--- src/rtl/seq_alu.sv ---
// seq_alu: sequential ALU with a valid/ready request/response handshake.
// Define SEQ_ALU_MULDIV_EN to build the iterative multiply/divide datapath and its BUSY state.
module seq_alu #(
    parameter int unsigned WIDTH  = 32,
    parameter int unsigned ADDR_W = 10
) (
    input  logic              clk,
    input  logic              reset,
    input  logic              in_valid,
    output logic              in_ready,
    input  logic [3:0]        op,
    input  logic [WIDTH-1:0]  operand_a,
    input  logic [WIDTH-1:0]  operand_b,
    output logic              out_valid,
    input  logic              out_ready,
    output logic [WIDTH-1:0]  result,
    output logic              zero_flag,
    output logic              overflow,
    output logic              div_by_zero,
    output logic [ADDR_W-1:0] ram_address
);
    localparam int unsigned SH_W = $clog2(WIDTH);

    localparam logic [3:0] OP_ADD  = 4'h0;
    localparam logic [3:0] OP_SUB  = 4'h1;
    localparam logic [3:0] OP_ADDU = 4'h2;
    localparam logic [3:0] OP_SUBU = 4'h3;
    localparam logic [3:0] OP_AND  = 4'h4;
    localparam logic [3:0] OP_OR   = 4'h5;
    localparam logic [3:0] OP_XOR  = 4'h6;
    localparam logic [3:0] OP_NOR  = 4'h7;
    localparam logic [3:0] OP_SLL  = 4'h8;
    localparam logic [3:0] OP_SRL  = 4'h9;
    localparam logic [3:0] OP_SRA  = 4'hA;
    localparam logic [3:0] OP_SLT  = 4'hB;
    localparam logic [3:0] OP_SLTU = 4'hC;
    localparam logic [3:0] OP_MULU = 4'hD;
    localparam logic [3:0] OP_DIVU = 4'hE;
    localparam logic [3:0] OP_REMU = 4'hF;

    typedef enum logic [1:0] {
        IDLE = 2'd0,
        BUSY = 2'd1,
        DONE = 2'd2
    } state_t;

    state_t           state;
    logic [WIDTH-1:0] sum;
    logic [WIDTH-1:0] diff;
    logic [SH_W-1:0]  shamt;
    logic [WIDTH-1:0] alu_res;
    logic             alu_ovf;
    logic             alu_dbz;
    logic             slt_bit;
    logic             sltu_bit;

    assign sum      = operand_a + operand_b;
    assign diff     = operand_a - operand_b;
    assign shamt    = operand_b[SH_W-1:0];
    assign slt_bit  = $signed(operand_a) < $signed(operand_b);
    assign sltu_bit = operand_a < operand_b;

    assign ram_address = result[ADDR_W-1:0];

`ifdef SEQ_ALU_MULDIV_EN
    localparam int unsigned CNT_W = $clog2(WIDTH);

    logic [CNT_W-1:0] count;
    logic [3:0]       md_op;
    logic [WIDTH-1:0] md_x;
    logic [WIDTH-1:0] md_y;
    logic [WIDTH-1:0] md_acc;
    logic [WIDTH-1:0] mul_acc_nxt;
    logic [WIDTH-1:0] div_rem_nxt;
    logic [WIDTH-1:0] div_quo_nxt;
    logic [WIDTH-1:0] md_res;
    logic [WIDTH:0]   trial;
    logic             b_zero;
    logic             start_md;

    assign b_zero   = (operand_b == '0);
    assign start_md = (op == OP_MULU) || (((op == OP_DIVU) || (op == OP_REMU)) && !b_zero);

    // md_x holds multiplicand/divisor, md_y multiplier/dividend-quotient, md_acc product/remainder.
    always_comb begin
        mul_acc_nxt = md_acc + (md_y[0] ? md_x : '0);
        trial       = {md_acc, md_y[WIDTH-1]} - {1'b0, md_x};
        div_rem_nxt = trial[WIDTH-1:0];
        div_quo_nxt = {md_y[WIDTH-2:0], 1'b1};
        md_res      = div_rem_nxt;
        if (trial[WIDTH]) begin
            div_rem_nxt = {md_acc[WIDTH-2:0], md_y[WIDTH-1]};
            div_quo_nxt = {md_y[WIDTH-2:0], 1'b0};
        end
        case (md_op)
            OP_MULU: md_res = mul_acc_nxt;
            OP_DIVU: md_res = div_quo_nxt;
            default: md_res = div_rem_nxt;
        endcase
    end
`endif

    // Single-cycle result; mul/div slots only resolve the divide-by-zero shortcut here.
    always_comb begin
        alu_res = '0;
        alu_ovf = 1'b0;
        alu_dbz = 1'b0;
        case (op)
            OP_ADD: begin
                alu_res = sum;
                alu_ovf = (operand_a[WIDTH-1] == operand_b[WIDTH-1]) &&
                          (sum[WIDTH-1] != operand_a[WIDTH-1]);
            end
            OP_SUB: begin
                alu_res = diff;
                alu_ovf = (operand_a[WIDTH-1] != operand_b[WIDTH-1]) &&
                          (diff[WIDTH-1] != operand_a[WIDTH-1]);
            end
            OP_ADDU: alu_res = sum;
            OP_SUBU: alu_res = diff;
            OP_AND:  alu_res = operand_a & operand_b;
            OP_OR:   alu_res = operand_a | operand_b;
            OP_XOR:  alu_res = operand_a ^ operand_b;
            OP_NOR:  alu_res = ~(operand_a | operand_b);
            OP_SLL:  alu_res = operand_a << shamt;
            OP_SRL:  alu_res = operand_a >> shamt;
            OP_SRA:  alu_res = WIDTH'($signed(operand_a) >>> shamt);
            OP_SLT:  alu_res = {{(WIDTH-1){1'b0}}, slt_bit};
            OP_SLTU: alu_res = {{(WIDTH-1){1'b0}}, sltu_bit};
`ifdef SEQ_ALU_MULDIV_EN
            OP_DIVU: begin
                alu_res = '1;
                alu_dbz = b_zero;
            end
            OP_REMU: begin
                alu_res = operand_a;
                alu_dbz = b_zero;
            end
`endif
            default: alu_res = '0;
        endcase
    end

    // Control FSM with registered handshake and result outputs.
    always_ff @(posedge clk) begin
        if (!reset) begin
            state       <= IDLE;
            in_ready    <= 1'b1;
            out_valid   <= 1'b0;
            result      <= '0;
            zero_flag   <= 1'b1;
            overflow    <= 1'b0;
            div_by_zero <= 1'b0;
`ifdef SEQ_ALU_MULDIV_EN
            count       <= '0;
`endif
        end else begin
            case (state)
                IDLE: begin
                    if (in_valid) begin
                        in_ready <= 1'b0;
`ifdef SEQ_ALU_MULDIV_EN
                        if (start_md) begin
                            state  <= BUSY;
                            count  <= '0;
                            md_op  <= op;
                            md_x   <= operand_b;
                            md_y   <= operand_a;
                            md_acc <= '0;
                        end else
`endif
                        begin
                            state       <= DONE;
                            out_valid   <= 1'b1;
                            result      <= alu_res;
                            zero_flag   <= (alu_res == '0);
                            overflow    <= alu_ovf;
                            div_by_zero <= alu_dbz;
                        end
                    end
                end
`ifdef SEQ_ALU_MULDIV_EN
                BUSY: begin
                    count <= count + CNT_W'(1);
                    if (md_op == OP_MULU) begin
                        md_acc <= mul_acc_nxt;
                        md_x   <= md_x << 1;
                        md_y   <= md_y >> 1;
                    end else begin
                        md_acc <= div_rem_nxt;
                        md_y   <= div_quo_nxt;
                    end
                    if (count == CNT_W'(WIDTH-1)) begin
                        state       <= DONE;
                        out_valid   <= 1'b1;
                        result      <= md_res;
                        zero_flag   <= (md_res == '0);
                        overflow    <= 1'b0;
                        div_by_zero <= 1'b0;
                    end
                end
`endif
                DONE: begin
                    if (out_ready) begin
                        state     <= IDLE;
                        out_valid <= 1'b0;
                        in_ready  <= 1'b1;
                    end
                end
                default: begin
                    state     <= IDLE;
                    out_valid <= 1'b0;
                    in_ready  <= 1'b1;
                end
            endcase
        end
    end
endmodule

--- config.mk ---
export PLATFORM = sky130hd
export DESIGN_NAME = seq_alu
export DESIGN_NICKNAME = d
export VERILOG_FILES = /design/src/rtl/seq_alu.sv
export SDC_FILE = /design/constraint.sdc
export NUM_CORES = 1
export LEC_CHECK = 0
export ABC_AREA = 1
export CORE_MARGIN = 3
export CORE_UTILIZATION = 25
export CTS_BUF_LIST = sky130_fd_sc_hd__clkbuf_8
export DETAILED_ROUTE_END_ITERATION = 10
export PLACE_DENSITY = 0.52
export SYNTH_ARGS = -nofsm -noshare
export SYNTH_HDL_FRONTEND = slang
export SYNTH_SLANG_ARGS = --single-unit
--- constraint.sdc ---
create_clock -name clk -period 6.45 [get_ports clk]
set_input_delay 1.29 -clock clk [delete_from_list [all_inputs] [get_ports clk]]
set_output_delay 1.29 -clock clk [all_outputs]
set_load 0.01 [all_outputs]
Word-level counts from Yosys, hierarchy flattened:

Cells that the tools add are included.

* add/sub/neg operators: 2
* magnitude comparators: 2
* equality and inequality tests: 19
* shift operators: 3
* muxes and demuxes: 11
* bitwise logic cells: 4
* reductions and logical operators: 9

Operator list (number)
* $pmux 32 s11: 1
* $lt 32x32->1: 2
* $add 32x32->32: 1
* $and 32x32->32: 1
* $logic_not 32->1: 1
* $not 32->32: 1
* $or 32x32->32: 1
* $shl 32x5->32: 1
* $shr 32x5->32: 1
* $sshr 32x5->32: 1
* $sub 32x32->32: 1
* $xor 32x32->32: 1
* $eq 4x4->1 const B: 5
* $eq 4x3->1 const B: 4
* $eq 4x2->1 const B: 2
* $pmux 1 s2: 3
* $eq 4x1->1 const B: 1
* $logic_not 4->1: 1
* $mux 1: 4
* $mux 2: 2
* $ne 2x2->1 const B: 2
* $pmux 2 s2: 1
* $reduce_and 2->1: 2
* $reduce_or 2->1: 2
* other kinds (5): 8

* flip-flop bits (word level): 38
* bits of input ports: 72
* output and inout bits: 47
* logic and storage cells: 56

Longest topological paths before layout:

Gate-level depths: netlist of the first run.

* depth in word-level cells: 4
* depth in mapped cells: 25
* depth with buffers taken out: 23

Worst setup path before layout of the first run:

No wires, ideal clock.

* path type: input to register
* start point: input port operand_b[4]
* end point: register zero_flag
* setup time: 0.059 ns
* arrival: 3.685 ns
* required time: 6.391 ns
* path slack: 2.706 ns
* stages: 23
* path buffers: 4
* cell sequence: buf_4 > inv_1 > buf_2 > buf_2 > ha_1 > buf_2 > nor2_1 > nand2_1 > inv_1 > nand3_1 > nand2_1 > nand2_1 > nand2_1 > nand3_1 > nand2_1 > nand2_1 > nand3_1 > nand3_1 > nor2_1 > nand3_1 > nor2_1 > nand2_1 > nand2_1

* cells in the longest elaborated chain, start to end: 4
* elaborated cells on any way between the ends: 13
* those cells by class: 2 x add/sub; 2 x order compare; 3 x shift; 1 x mux; 4 x bitwise; 1 x reduce/logical

RTL lines
* from (decl): line 13 `input logic [WIDTH-1:0] operand_b,`
* branches (longest 2 deep; another with $sub 32x32->32)
* $pmux 32 s11 *: line 108 `case (op)`
* $logic_not 32->1 *: line 176 `zero_flag <= (alu_res == '0);`
* to (signal assigned): line 176
* to (decl): line 17 `output logic zero_flag,`

Mark *: on every way between the ends.
A chain may end at the register's enable or synchronous reset.

Worst setup path in the final report of the first run:

* start point: input port operand_b[0]
* end point: register zero_flag

Same word-level chain as after synthesis.

==> run metrics, run 1 <==
mapped cell area=approximately 12000 um^2; # fillers=between 5000 and 6000; IO Pins=119; Slew @ Worst Pin=between 1 and 1.5 ns; multi-input combinational cell area=approximately 9300 um^2; Peak VDD IR=approximately 0.000073 V; GRT overflow=0; Initial Util=0.254; Worst slew margin=0.177; clock slew at reported path FFs=about 0.080 ns; syn nets=around 2500; post-detailed-route count of antenna-violating nets=0; synthesized area per cell=slightly above 5 um^2; clk_lat worst skew=~0.30 ns; clock buffer count from CTS=5; FMAX=~190 MHz; cell count after synthesis=around 2300; H-tree Lvls=2; Placement Cell Area=around 13000 um^2; first-pass GRT wire length=between 90 and 100 mm; Storage cell area=around 700 um^2; Synth area leaders=nand2_1 (23%), nand3_1 (20%), ha_1 (11%), inv_1 (9.6%), nor2_1 (7.6%); Remaining DRCs=0; Worst Path Required=around 6.7 ns; vias in the first global route=~15000; Yosys warning count=0; Util after Layout=0.287; IO buf count=between 100 and 150; MaxCap Viol Count=0; Die H=between 200 and 250 um; setup TNS=0 ns; #FFs+latches synth=36; Max FO, Critical Path=5; skew final=between 0.005 and 0.006 ns; Arr. time, crit path=5.38 ns; Post-DP HPWL=between 50 and 60 mm; Hold Fails Final Rpt=0; Die Area=about 50000 um^2; Cell variety after synth=between 50 and 60; fraction of layout cells with a size suffix above 1=0.0355; Worst Setup Path Type=in2reg; P_leak=7.05 nW; Die X=between 200 and 250 um; Vias/cell=about 5.3; cts hold-fix bufs=0; Crit. End Element=flip-flop; post-synthesis sequential area ratio=0.0608; max-slew violations=0; post-synth top area share=0.231; Max clock buf depth=2; crit share post-route=0.796; largest net degree at the start of global routing=a little under 70; Sink Count=36; HP Class=reg2reg; drt total wl=roughly 65 mm; # rows=79; Final min period=between 5 and 6 ns; Clock Tree Root=clkbuf_8; Layout Nets=between 2000 and 3000; via count=~16000; 1st-iter DRT viols=approximately 1800; count of final setup violators=0; Worst Setup Start Kind=input pin; Synth-to-Final Area Change=13.1%; GPL Wtd Cong=between 1 and 1.5; antenna violations before repair=1; GRT Overall Usage=0.251; Power Density=117 nW/um^2; Post-CTS Setup Bufs=0; PostCTS Resize Cnt=0; Final Instance Area=~13000 um^2; status=completed; Synth area leader=nand2_1; Routed WL per cell=roughly 22 um; core footprint=approximately 47000 um^2; CTS tree=built; router iterations before antenna repair=7; RSZ-0062 raised after global routing=no
==> cell families (layout without fill, tap and decap cells) <==
logic type,after synthesis,in the layout,share of synthesized area
XOR/XNOR,2,2,0.00148
AO/OA/AOI/OAI,222,222,0.107
buffers and inverters,427,459,0.154
adder cells (fa/ha/maj),103,103,0.110
other,1,2,0.000316
AND/OR/NAND/NOR,1540,1540,0.566
flip-flops,36,36,0.0608
==> state kept, by name, indices dropped and copies added (netlist names) <==
| signal | cells |
|---|---|
| zero_flag | 1 |
| out_valid | 1 |
| overflow | 1 |
| result | 32 |
| in_ready | 1 |
==> placed cells by master (no fill, tap or decap), drive strengths merged, types with 29 or more instances in the layout <==
cell type      instances
nand4                 29
ha                   101
a21oi                 76
dfxtp                 36
o21ai                 83
inv                  311
nor2                 252
clkdlybuf4s50        114
nand2                745
nand3                470
==> critical path, cell delays in order <==
cell and delay [ns]:
clkdlybuf4s50_1 0.66, ha_1 0.46, inv_1 0.10, fa_1 0.42
inv_1 0.27, nand3_1 0.20, nand2_1 0.23, nand2_1 0.07
nand2_1 0.13, nand2_1 0.10, nand2_1 0.12, nand3_1 0.17
nand2_1 0.10, nand2_1 0.05, nand3_1 0.10, nand3_1 0.35
nor2_1 0.20, nand2_1 0.07, nor2_1 0.16, nand2_1 0.07
nand2_1 0.05
==> worst paths after layout <==
| check | startpoint | to | slack, ns | depth (start not counted) |
|---|---|---|---|---|
| max reg2reg | out_valid | zero_flag | 4.42 | 11 |
| min reg2reg | in_ready | in_ready | 0.46 | 2 |
| max | operand_b[0] | zero_flag | 1.32 | 21 |
| min | in_ready | in_ready | 0.46 | 2 |
==> cells in the mapped netlist (all sizes together) <==
library cell and instances:
fa 2, and3 2, a21oi 76, o2111ai 2
and2 4, or2 5, nand3 470, nand2b 1
o21a 4, o22ai 15, o21bai 8, o211ai 22
nand3b 6, xor2 2, a21boi 3, buf 90
inv 311, a221oi 3, o21ai 83, nand2 745
a31oi 4, clkinv 2, and3b 1, o211a 2
nor3b 3, clkbuf 24, ha 101, nor4 3
conb 1, nor2 252, nor3 19, dfxtp 36
nand4 29
==> final cells by class <==
type / count / share of cell area
Inverter: 313 / 0.0880
Clock inverter: 3 / 0.00317
Sequential cell: 36 / 0.0538
Multi-Input combinational cell: 1868 / 0.695
Tap cell: 607 / 0.0567
Timing Repair Buffer: 138 / 0.0980
Antenna cell: 1 / 0.000187
Clock buffer: 5 / 0.00513
==> power breakdown <==
part / internal, mW / leakage (nW) / switching (mW)
sequential: 0.242 / 0.298 / 0.0134
combinational: 0.336 / 6.70 / 0.772
clock: 0.114 / 0.0541 / 0.0877
==> layer usage <==
metal / share of wire / global-route usage
met1: 0.44 / 0.351
met2: 0.42 / 0.385
met4: 0.062 / 0.129
met5: 0 / 0
met3: 0.078 / 0.0208
==> stage by stage <==
stage               hold slack (ns)  total power [mW]  setup WS, ns  std cells
finish                        0.456              1.57          1.32       2971
global route                  0.492              1.68          1.23       2970
CTS                           0.461              1.55          1.40       2970
detailed placement            0.445              1.34          1.08       2962
global placement              0.435              1.34         0.936       2962
floorplan                     0.472             0.925          2.71       2331
Power figures use the tool's default switching activity.
==> inputs of run 2 (changes only) <==
==> constraint.sdc (replaced) <==
create_clock -name clk -period 5 [get_ports clk]
set_input_delay 1 -clock clk [delete_from_list [all_inputs] [get_ports clk]]
set_output_delay 1 -clock clk [all_outputs]
set_load 0.01 [all_outputs]
==> run metrics, run 2 (same netlist as run 1, synthesis figures left out) <==
status=completed; Worst Path Required=5.23 ns (-1.47 ns); vias in the first global route=14685 (+1.2%); Crit. End Element=flip-flop; max incr delay on CP=0.61 ns (-0.05 ns); P_leak=7.25 nW (+2.8%); RSZ-0062 raised after global routing=no; Slew @ Worst Pin=1.13 ns (-0.101 ns); GRT overflow=0 (unchanged); Die Area=50100 um^2 (unchanged); Worst Setup Start Kind=input pin; crit share post-route=0.870; Die H=224 um (unchanged); Sink Count=36 (unchanged); # diodes=0 (-1); RR Startpoint=out_valid; Util after Layout=0.294 (+0.00636); GPL Wtd Cong=1.05 (+3.4%); largest net degree at the start of global routing=70 (+2.9%); H-tree Lvls=2 (unchanged); Peak VDD IR=0.0000871 V (+20%); 1st-iter DRT viols=2064 (+13%); R2R Path End=zero_flag; Max FO, Critical Path=8 (+3); FMAX=230 MHz; Die X=224 um (unchanged); router iterations before antenna repair=10 (+3); drt total wl=65.1 mm (+0.47%); Remaining DRCs=0 (unchanged); Post-DP HPWL=54.8 mm (+1.1%); max FFs per register=32 (unchanged); IO Pins=119 (unchanged); slowest CP cell=clkdlybuf4s50_1; Max clock buf depth=2 (unchanged); most frequent cells in the layout=nand2_1 (729), nand3_1 (467), inv_1 (301), nor2_1 (239), clkdlybuf4s50_1 (114); core footprint=46700 um^2 (unchanged); setup TNS=0 ns (unchanged); Arr. time, crit path=4.58 ns (-0.80 ns); clock slew at reported path FFs=0.08 ns (about the same); first-pass GRT wire length=95.0 mm (-0.39%); Clock Tree Root=clkbuf_8; # rows=79 (unchanged); antenna violations before repair=1 (unchanged); HP Class=reg2reg; max-slew violations=0 (unchanged); Layout Nets=2579 (+1.7%); count of final setup violators=0 (unchanged); post-detailed-route count of antenna-violating nets=0 (unchanged); Worst slew margin=0.244 (+0.0676); Vias/cell=5.34 (+0.93%); Routed WL per cell=21.6 um (-0.90%); fraction of layout cells with a size suffix above 1=0.0524 (+0.0168); Synth-to-Final Area Change=15.6%; Post-CTS Setup Bufs=0 (unchanged); via count=16093 (+2.3%); Hold Path Cell Cnt=2 (unchanged); Initial Util=0.254 (unchanged); Final min period=4.35 ns; clock buffer count from CTS=5 (unchanged); Worst Setup Path Type=in2reg; R2R depth=10 (-1); worst path cell trace=clkdlybuf4s50_1 -> inv_1 -> ha_1 -> inv_1 -> nand2_1 -> nand2_1 -> nand3_1 -> nand2_1 -> nand2_1 -> nand3_1 -> nand2_1 -> nand3_1 -> nand3_1 -> nand3_1 -> nor2_1 -> nand2_1 -> inv_1 -> nand2_1 -> nor2_1 -> nand2_1 -> nand2_1; Most flops, register=result; clk_lat worst skew=0.29 ns (about the same); setup slack, reg-to-reg=2.59 ns (-1.83 ns); CP most frequent cell=nand2_1; CTS tree=built; cts hold-fix bufs=0 (unchanged); GRT Overall Usage=0.250 (-0.000491); HP Start=in_ready; commonest non-fill, non-tap cell in the layout=nand2_1; Power Density=146 nW/um^2 (+25%); skew final=0.00999 ns (+0.00399 ns); Hold Fails Final Rpt=0 (unchanged); Hold Path End=in_ready; MaxCap Viol Count=0 (unchanged); PostCTS Resize Cnt=0 (unchanged); IO buf count=117 (unchanged)
==> run 2: changes by cell type in the layout (fill, tap and decap cells not counted), sizes merged <==
cell / previous run / this run
buf: 24 / 66
bufinv: 1 / 0
clkinv: 3 / 5
clkinvlp: 1 / 0
diode: 1 / 0
==> run 2: routing by layer <==
metal | up-vias | wire length (um) | global-route usage
met5 | - | 0 | 0
met4 | 0 | 4040 | 0.131
met3 | 153 | 5180 | 0.0223
met2 | 933 | 27500 | 0.391
met1 | 7369 | 28500 | 0.344
li1 | 7638 | - | -
==> run 2: area by class of cell <==
class	count	area, um^2
Fill cell	5442	33000
Multi-Input combinational cell	1868	9310
Timing Repair Buffer	180	1640
Inverter	313	1180
Tap cell	607	759
Sequential cell	36	721
Clock buffer	5	68.8
Clock inverter	3	18.8
==> run 2: worst max-delay path by stage <==
stage                 startpoint        end  cells past startpoint
floorplan           operand_b[4]  zero_flag                     23
global placement    operand_a[2]  zero_flag                     22
detailed placement  operand_a[2]  zero_flag                     22
CTS                 operand_a[2]  zero_flag                     22
global route        operand_a[2]  zero_flag                     22
finish              operand_a[2]  zero_flag                     21
==> run 2: through the flow <==
step,setup slack [ns],total power [mW],instances,cell area [um^2],hold slack [ns]
5_1_grt,0.366,2.14,3012,13700,0.482
3_3_place_gp,0.314,1.76,3004,13600,0.435
2_1_floorplan,1.55,1.19,2331,11900,0.472
6_report,0.651,2.00,3012,13700,0.465
3_5_place_dp,0.422,1.76,3004,13600,0.453
4_1_cts,0.715,1.97,3012,13700,0.469
==> run 2: power breakdown <==
group          internal, mW  switching, mW  total [mW]
registers             0.313         0.0155       0.328
logic                 0.457           1.01        1.47
clock network        0.0969          0.104       0.201
total                 0.867           1.13        2.00
==> run 2: critical path, delay by kind of cell <==
family	cells	cell delay [ns]
adders and majority gates	1	0.49
buffers and inverters	4	0.98
and+or+nand+nor	16	2.07
==> inputs of run 3 (changes only) <==
--- a/config.mk
+++ b/config.mk
@@ -10,6 +10,7 @@
 export CORE_UTILIZATION = 25
 export CTS_BUF_LIST = sky130_fd_sc_hd__clkbuf_8
 export DETAILED_ROUTE_END_ITERATION = 10
+export HOLD_SLACK_MARGIN = 0.1
 export PLACE_DENSITY = 0.52
 export SYNTH_ARGS = -nofsm -noshare
 export SYNTH_HDL_FRONTEND = slang
==> results of run 3 <==
No change in the layout: final DEF, timing and power equal those of run 2.
